### config.mk
export PLATFORM = sky130hd
export DESIGN_NAME = fifo_buf_param
export DESIGN_NICKNAME = d
export VERILOG_FILES = /design/src/rtl/fifo_buf_param.sv
export SDC_FILE = /design/constraint.sdc
export NUM_CORES = 1
export LEC_CHECK = 0
export CAP_MARGIN = 20
export CORE_MARGIN = 2
export CORE_UTILIZATION = 40
export CTS_CLUSTER_DIAMETER = 40
export CTS_CLUSTER_SIZE = 12
export DETAILED_ROUTE_END_ITERATION = 16
export SYNTH_ARGS = -nofsm -noshare
export SYNTH_HDL_FRONTEND = slang
export SYNTH_SLANG_ARGS = --single-unit
### constraint.sdc
create_clock -name clk -period 3.2 [get_ports clk]
set_clock_uncertainty 0.15 [all_clocks]
set_input_delay 0.64 -clock clk [delete_from_list [all_inputs] [get_ports clk]]
set_output_delay 0.64 -clock clk [all_outputs]
set_load 0.01 [all_outputs]
### src/rtl/fifo_buf_param.sv
// rtl/fifo_buf_param.sv - parametrised synchronous FIFO with level, almost flags and flush
//
// Purpose: single-clock FIFO between the UART register interface and the
// tx/rx shift engines. Depth may be any integer >= 2; pointers wrap
// explicitly at D-1. Read data is registered (1-cycle latency) with a
// rd_valid strobe. All status flags decode from the registered level only.
//
// Optional feature macro: FIFO_ERR_FLAGS_EN (sticky overflow/underflow flags).
//
// Ports:
//   clk           rising-edge clock
//   reset         asynchronous active-high reset
//   flush         synchronous clear of pointers, level and rd_valid
//   wr_en/w_data  write request and data
//   rd_en         read request
//   r_data        registered read data (held across flush)
//   rd_valid      one-cycle strobe: r_data holds newly read data
//   full/empty/not_empty/almost_full/almost_empty  status from level
//   level         occupancy 0..D
//   err_clr       (FIFO_ERR_FLAGS_EN) clear sticky error flags
//   overflow      (FIFO_ERR_FLAGS_EN) sticky write-while-full flag
//   underflow     (FIFO_ERR_FLAGS_EN) sticky read-while-empty flag
module fifo_buf_param #(
  parameter int W         = 8,
  parameter int D         = 16,
  parameter int AF_THRESH = D - 2,
  parameter int AE_THRESH = 1
) (
  input  logic                   clk,
  input  logic                   reset,
  input  logic                   flush,
  input  logic                   wr_en,
  input  logic [W-1:0]           w_data,
  input  logic                   rd_en,
  output logic [W-1:0]           r_data,
  output logic                   rd_valid,
  output logic                   full,
  output logic                   empty,
  output logic                   not_empty,
  output logic                   almost_full,
  output logic                   almost_empty,
`ifdef FIFO_ERR_FLAGS_EN
  input  logic                   err_clr,
  output logic                   overflow,
  output logic                   underflow,
`endif
  output logic [$clog2(D+1)-1:0] level
);

  localparam int PW = $clog2(D);
  localparam int LW = $clog2(D + 1);

  localparam logic [PW-1:0] PTR_LAST = PW'(D - 1);
  localparam logic [LW-1:0] LVL_FULL = LW'(D);
  localparam logic [LW-1:0] LVL_AF   = LW'(AF_THRESH);
  localparam logic [LW-1:0] LVL_AE   = LW'(AE_THRESH);

  logic [W-1:0]  mem [D];
  logic [PW-1:0] wr_ptr;
  logic [PW-1:0] rd_ptr;
  logic          wr_acc;
  logic          rd_acc;

  // full/empty come from registered level, so a simultaneous read cannot
  // make room for a write in the same cycle (and vice versa).
  assign wr_acc = wr_en & ~full & ~flush;
  assign rd_acc = rd_en & ~empty & ~flush;

  assign full         = (level == LVL_FULL);
  assign empty        = (level == '0);
  assign not_empty    = ~empty;
  assign almost_full  = (level >= LVL_AF);
  assign almost_empty = (level <= LVL_AE);

  always_ff @(posedge clk) begin
    if (wr_acc) begin
      mem[wr_ptr] <= w_data;
    end
  end

  always_ff @(posedge clk or posedge reset) begin
    if (reset) begin
      wr_ptr   <= '0;
      rd_ptr   <= '0;
      level    <= '0;
      r_data   <= '0;
      rd_valid <= 1'b0;
    end else if (flush) begin
      wr_ptr   <= '0;
      rd_ptr   <= '0;
      level    <= '0;
      rd_valid <= 1'b0;
    end else begin
      rd_valid <= rd_acc;
      if (wr_acc) begin
        wr_ptr <= (wr_ptr == PTR_LAST) ? '0 : wr_ptr + PW'(1);
      end
      if (rd_acc) begin
        r_data <= mem[rd_ptr];
        rd_ptr <= (rd_ptr == PTR_LAST) ? '0 : rd_ptr + PW'(1);
      end
      case ({wr_acc, rd_acc})
        2'b10:   level <= level + LW'(1);
        2'b01:   level <= level - LW'(1);
        default: level <= level;
      endcase
    end
  end

`ifdef FIFO_ERR_FLAGS_EN
  logic ovf_set;
  logic unf_set;

  assign ovf_set = wr_en & full & ~flush;
  assign unf_set = rd_en & empty & ~flush;

  // A new error event in the same cycle as err_clr must not be lost.
  always_ff @(posedge clk or posedge reset) begin
    if (reset) begin
      overflow  <= 1'b0;
      underflow <= 1'b0;
    end else if (flush) begin
      overflow  <= 1'b0;
      underflow <= 1'b0;
    end else begin
      if (ovf_set) begin
        overflow <= 1'b1;
      end else if (err_clr) begin
        overflow <= 1'b0;
      end
      if (unf_set) begin
        underflow <= 1'b1;
      end else if (err_clr) begin
        underflow <= 1'b0;
      end
    end
  end
`endif

endmodule

# After elaboration in Yosys (flattened, before gate mapping)
# Memories as Yosys holds them, arrays and structs flattened. A register that Yosys moved wholly into a read port is not among the register bits.
# Cells that the tools add are included.
# totals
ff_bits	14
ram_bits	128
output_inout_bits	19
wordCells	39
n_memories	1
# op_classes
add_sub_neg	4
magnitude_cmp	2
eq_ne	5
n_mux	11
n_bitwise	7
reduce_logical	5
# memory_table
name	depth	width	rd	rd_ports_with_merged_regs	wr	line	text
mem	16	8	1	1	1	58	logic [W-1:0] mem [D];
# ops
cell	count
$mux W4	6
$pmux W5 S2	1
$add A4 B1 Y4 const B	2
$eq A4 B4 Y1 const B	2
$add A5 B1 Y5 const B	1
$eq A5 B5 Y1 const B	1
$ge A5 B4 Y1 const B	1
$le A5 B1 Y1 const B	1
$logic_not A5 Y1	1
$mux W5	1
$sub A5 B1 Y5 const B	1
$and A1 B1 Y1	4
$reduce_bool A2 Y1	2
$mux W1	3
$not A1 Y1	3
$reduce_bool A3 Y1	1
$eq A2 B1 Y1 const B	1
$eq A2 B2 Y1 const B	1
$reduce_and A2 Y1	1

# Depth between registers and ports, before layout
# depth
ltp_word	7
ltp_mapped	9
mapped_depth_nobuf	7

# Worst setup path after synthesis
# Ideal clock, no wire load.
# synth_timing
path_kind	register -> register
from	register level[1]
to	memory mem[0][0] (enable)
setup_time_ps	383
t_arrival_ps	2211
required_time_ps	2667
path_slack_ps	455
stages_incl_launch_ff	8
path_buffers	0
cell_sequence	dfrtp_1 -> inv_1 -> ha_1 -> nand4bb_1 -> inv_1 -> nor3b_1 -> nand2_1 -> nor3_1
# synth_between
elab_chain_len	6
# synth_rtl
element	line	text
from (decl)	47	output logic [$clog2(D+1)-1:0] level
from (signal assigned)	103	2'b10: level <= level + LW'(1);
from (signal assigned)	104	2'b01: level <= level - LW'(1);
from (signal assigned)	105	default: level <= level;
$eq A5 B5 Y1	69	assign full = (level == LVL_FULL);
net full	37	output logic full,
$not A1 Y1	66	assign wr_acc = wr_en & ~full & ~flush;
$and A1 B1 Y1 (2 in series)	66	
$mux W1	76	if (wr_acc) begin
$mux W1 (implied by the code)	77	mem[wr_ptr] <= w_data;
to (decl)	58	
# The timed path passes the listed nets, and every way through them passes these cells.

# Final worst setup path
# layout_timing
from	register level[0]
to	output port empty
# layout_between
elab_chain_len	1
# layout_rtl
element	line	text
$logic_not A5 Y1	70	assign empty = (level == '0);
to (decl)	38	output logic empty,
# No other way between the ends.

==> impl_results.md <==
* Largest net degree at the start of global routing at 27
* Total CTS buffers at 17
* Core Region at 15260 um2
* CTS Buffer Depth at 2
* CP max-delay cell: clkdlybuf4s50_1
* Finished Core Util at 49.45%
* Mapped Nets at 416
* Largest delay share family, worst path: buffers and inverters
* Setup_tns at 0 ns
* Post-route cell area at 7546 um2
* PortBufs at 31
* Placed cell areas at 6943 um2
* Flops & latches, synth at 150
* Die area at 16740 um2
* Root Buffer: clkbuf_16
* Vias in the first global route at 3596
* Top cells by area, synth: edfxtp_1, dfrtp_1, mux4_2
* Initial antenna violation count at 0
* Status: finished clean
* Final Max Tran Viols at 0
* Vias at ~3500
* Max-cap violations at 0
* Worst-path clk slew at 0.06 ns
* Top_reg_cell synth: edfxtp_1
* DRC at 0
* Routed WL at 12630 um
* P_leak at 0.002485 uW
* CP Max Fanout at 6
* Yosys Warn Count at 0
* TritonCTS clock tree: built
* # IOs at 32
* Async S/R FF share, synth at 14.67%
* Site row count at 45
* Vias per inst at 5.239
* Required time of the worst setup path at 2.41 ns
* Die height at 129.4 um
* Area of the multi-input gates at 1748 um2
* Crit path largest cell delay at ~0.53 ns
* Slew HR at 56.98%
* Final estimated routing congestion in global placement at 0.8603
* Post-synthesis sequential area ratio at 69.89%
* Die Width at 129.4 um
* Final Critical Period at between 3 and 4 ns
* Total track usage at between 15 and 20%
* Most frequent CP cell: inv_2
* Synth Cell Area at ~6300 um2
* Hold Path Class: reg -> reg
* Initial DRT Pass Iterations at 4
* Fillers at 1287
* FF/Latch Area at 4398 um2
* Most frequent cell after synthesis: edfxtp_1
* CP Capture Type: output port
* Gr ovfl total at 0
* Post-synth EDFFs at about 130
* Final setup fails at 0
* Syn avg cell area at about 16 um2
* Initial Util at 41.21%
* Clk Latency, worst-skew pair at 0.42 ns
* H-tree depth at 4
* Fin. Hold Viols at 0
* Sink Count at 150
* CP arrival at between 2 and 2.5 ns
* FMAX at 324.2 MHz
* Synth top area share at 61.13%
* Post-synthesis cell count at 393
* Crit path buffers/inverters at 3
* # nets final at approximately 470
* Detail Placement HPWL at 8528 um
* Detailed Route Iter0 Violations at slightly above 300
* Layout overhead on the synthesized area at 20.02%
* CP Cell Sequence: inv_2 -> ha_4 -> or4b_4 -> inv_2 -> clkdlybuf4s50_1
* Startpoint Class: flop
* Hold-fix buffer count after cts at 0
* Peak supply drop at approximately 0.38 mV
* Top cells by count, synth: edfxtp_1, mux2i_1, nor2_1
* Cell accounting for the most synthesized area: edfxtp_1
* First-pass GRT wire length at 20040 um
* Share of layout cells above drive strength 1 at 18.30%
* RSZ-0062 raised after global routing: no
* Crit path kind: reg -> out
* PD cells at 707.3 nW/um2
* DR WL/cell at 18.84 um
* Least-Margin Pin Slew at 0.6290 ns
* Ant. Diodes at 0
* Final Cycle Share at 96.39%
* Post-DRT Antenna Nets at 0
* Netlist cell types at ~50
power by group:
group	leakage, uW	total (uW)	internal (uW)	switching, uW
Clock	0.000273	1920	1200	713
Combinational	0.000786	1080	560	520
Sequential	0.00143	2340	2230	108
Total	0.00248	5340	4000	1340
placed cells by master (no fill, tap or decap), types with 2 or more instances in the layout:
cell type          n
edfxtp_1         128
mux2i_1           32
clkdlybuf4s50_1   31
buf_4             27
nor2_1            26
nand2_1           19
dfrtp_1           19
mux4_2            17
clkbuf_16         17
a21oi_1           16
o22ai_1           14
nand3_1           10
ha_1               9
a2111oi_0          7
clkinv_1           7
and2_1             5
nand3b_1           5
o21ai_0            5
inv_1              5
nor3_1             5
nand2b_1           4
and2_0             3
bufinv_16          3
dfrtp_2            3
xor2_1             2
inv_2              2
or2_2              2
nand4b_1           2
a31oi_1            2
o311a_1            2
clkbuf_1           2
path summary, 6_finish.rpt:
check | from | endpoint | slack [ns] | cells past startpoint
worst max-delay path | level[0] | empty | 0.12 | 5
worst min register to register | r_data[7] | r_data[7] | 0.39 | 2
worst max register to register | level[3] | mem[3][2] | 0.58 | 6
max in group asynchronous | reset | level[0] | 2.21 | 3
min in group asynchronous | reset | rd_ptr[2] | 0.42 | 3
worst min-delay path | r_data[7] | r_data[7] | 0.39 | 2
final cells by class:
class                           instances  share of cell area, %
Clock buffer                           19                  5.737
Clock inverter                         13                  1.824
Inverter                                8                 0.4311
Multi-Input combinational cell        210                  23.16
Sequential cell                       150                  58.28
Tap cell                              211                  3.499
Timing Repair Buffer                   59                  7.063
what timing repair did:
item	CTS	global route
setup endpoints to repair	1	1
setup buffers	0	2
gates resized for setup	4	3
tightest hold or removal path: cells and delay by family, from the launching register on:
| family | cells | cell delay [ns] |
|---|---|---|
| simple gates | 1 | 0.05 |
| compound gates | 1 | 0.11 |
| flops | 1 | 0.34 |
metrics by stage:
step / power [uW] / hold WS [ns] / setup slack [ns] / instances
floorplan: 3013 / 0.4063 / 0.4554 / 393
global placement: 3398 / 0.3674 / 0.4342 / 636
detailed placement: 3415 / 0.3826 / 0.3622 / 636
CTS: 5337 / 0.3949 / 0.01894 / 668
global route: 5576 / 0.4248 / 0.03150 / 670
finish: 5337 / 0.3901 / 0.1155 / 670
registers in the layout, summed over array words and instances, names as in the netlist:
register / flops
wr_ptr: 4
mem: 128
rd_valid: 1
r_data: 8
level: 5
rd_ptr: 4
kinds of logic after synthesis:
kind of cell	count (synthesis)	share of synthesized area [%]
xor gates and xnor gates	3	0.6368
and+or+nand+nor	91	7.503
buffers and inverters	33	2.508
muxes	49	11.18
AOI/OAI and AO/OA	56	6.109
DFF	150	69.89
adders and majority gates	11	2.169
metal layers:
layer	track usage, %	part of all wire, %	routed length [um]
met4	6.522	1.7	216
met3	4.005	5.0	625
met5	0	0	0
met1	22.25	45	5671
met2	25.91	48	6112
Note: power is estimated with default switching activity, not from simulation.
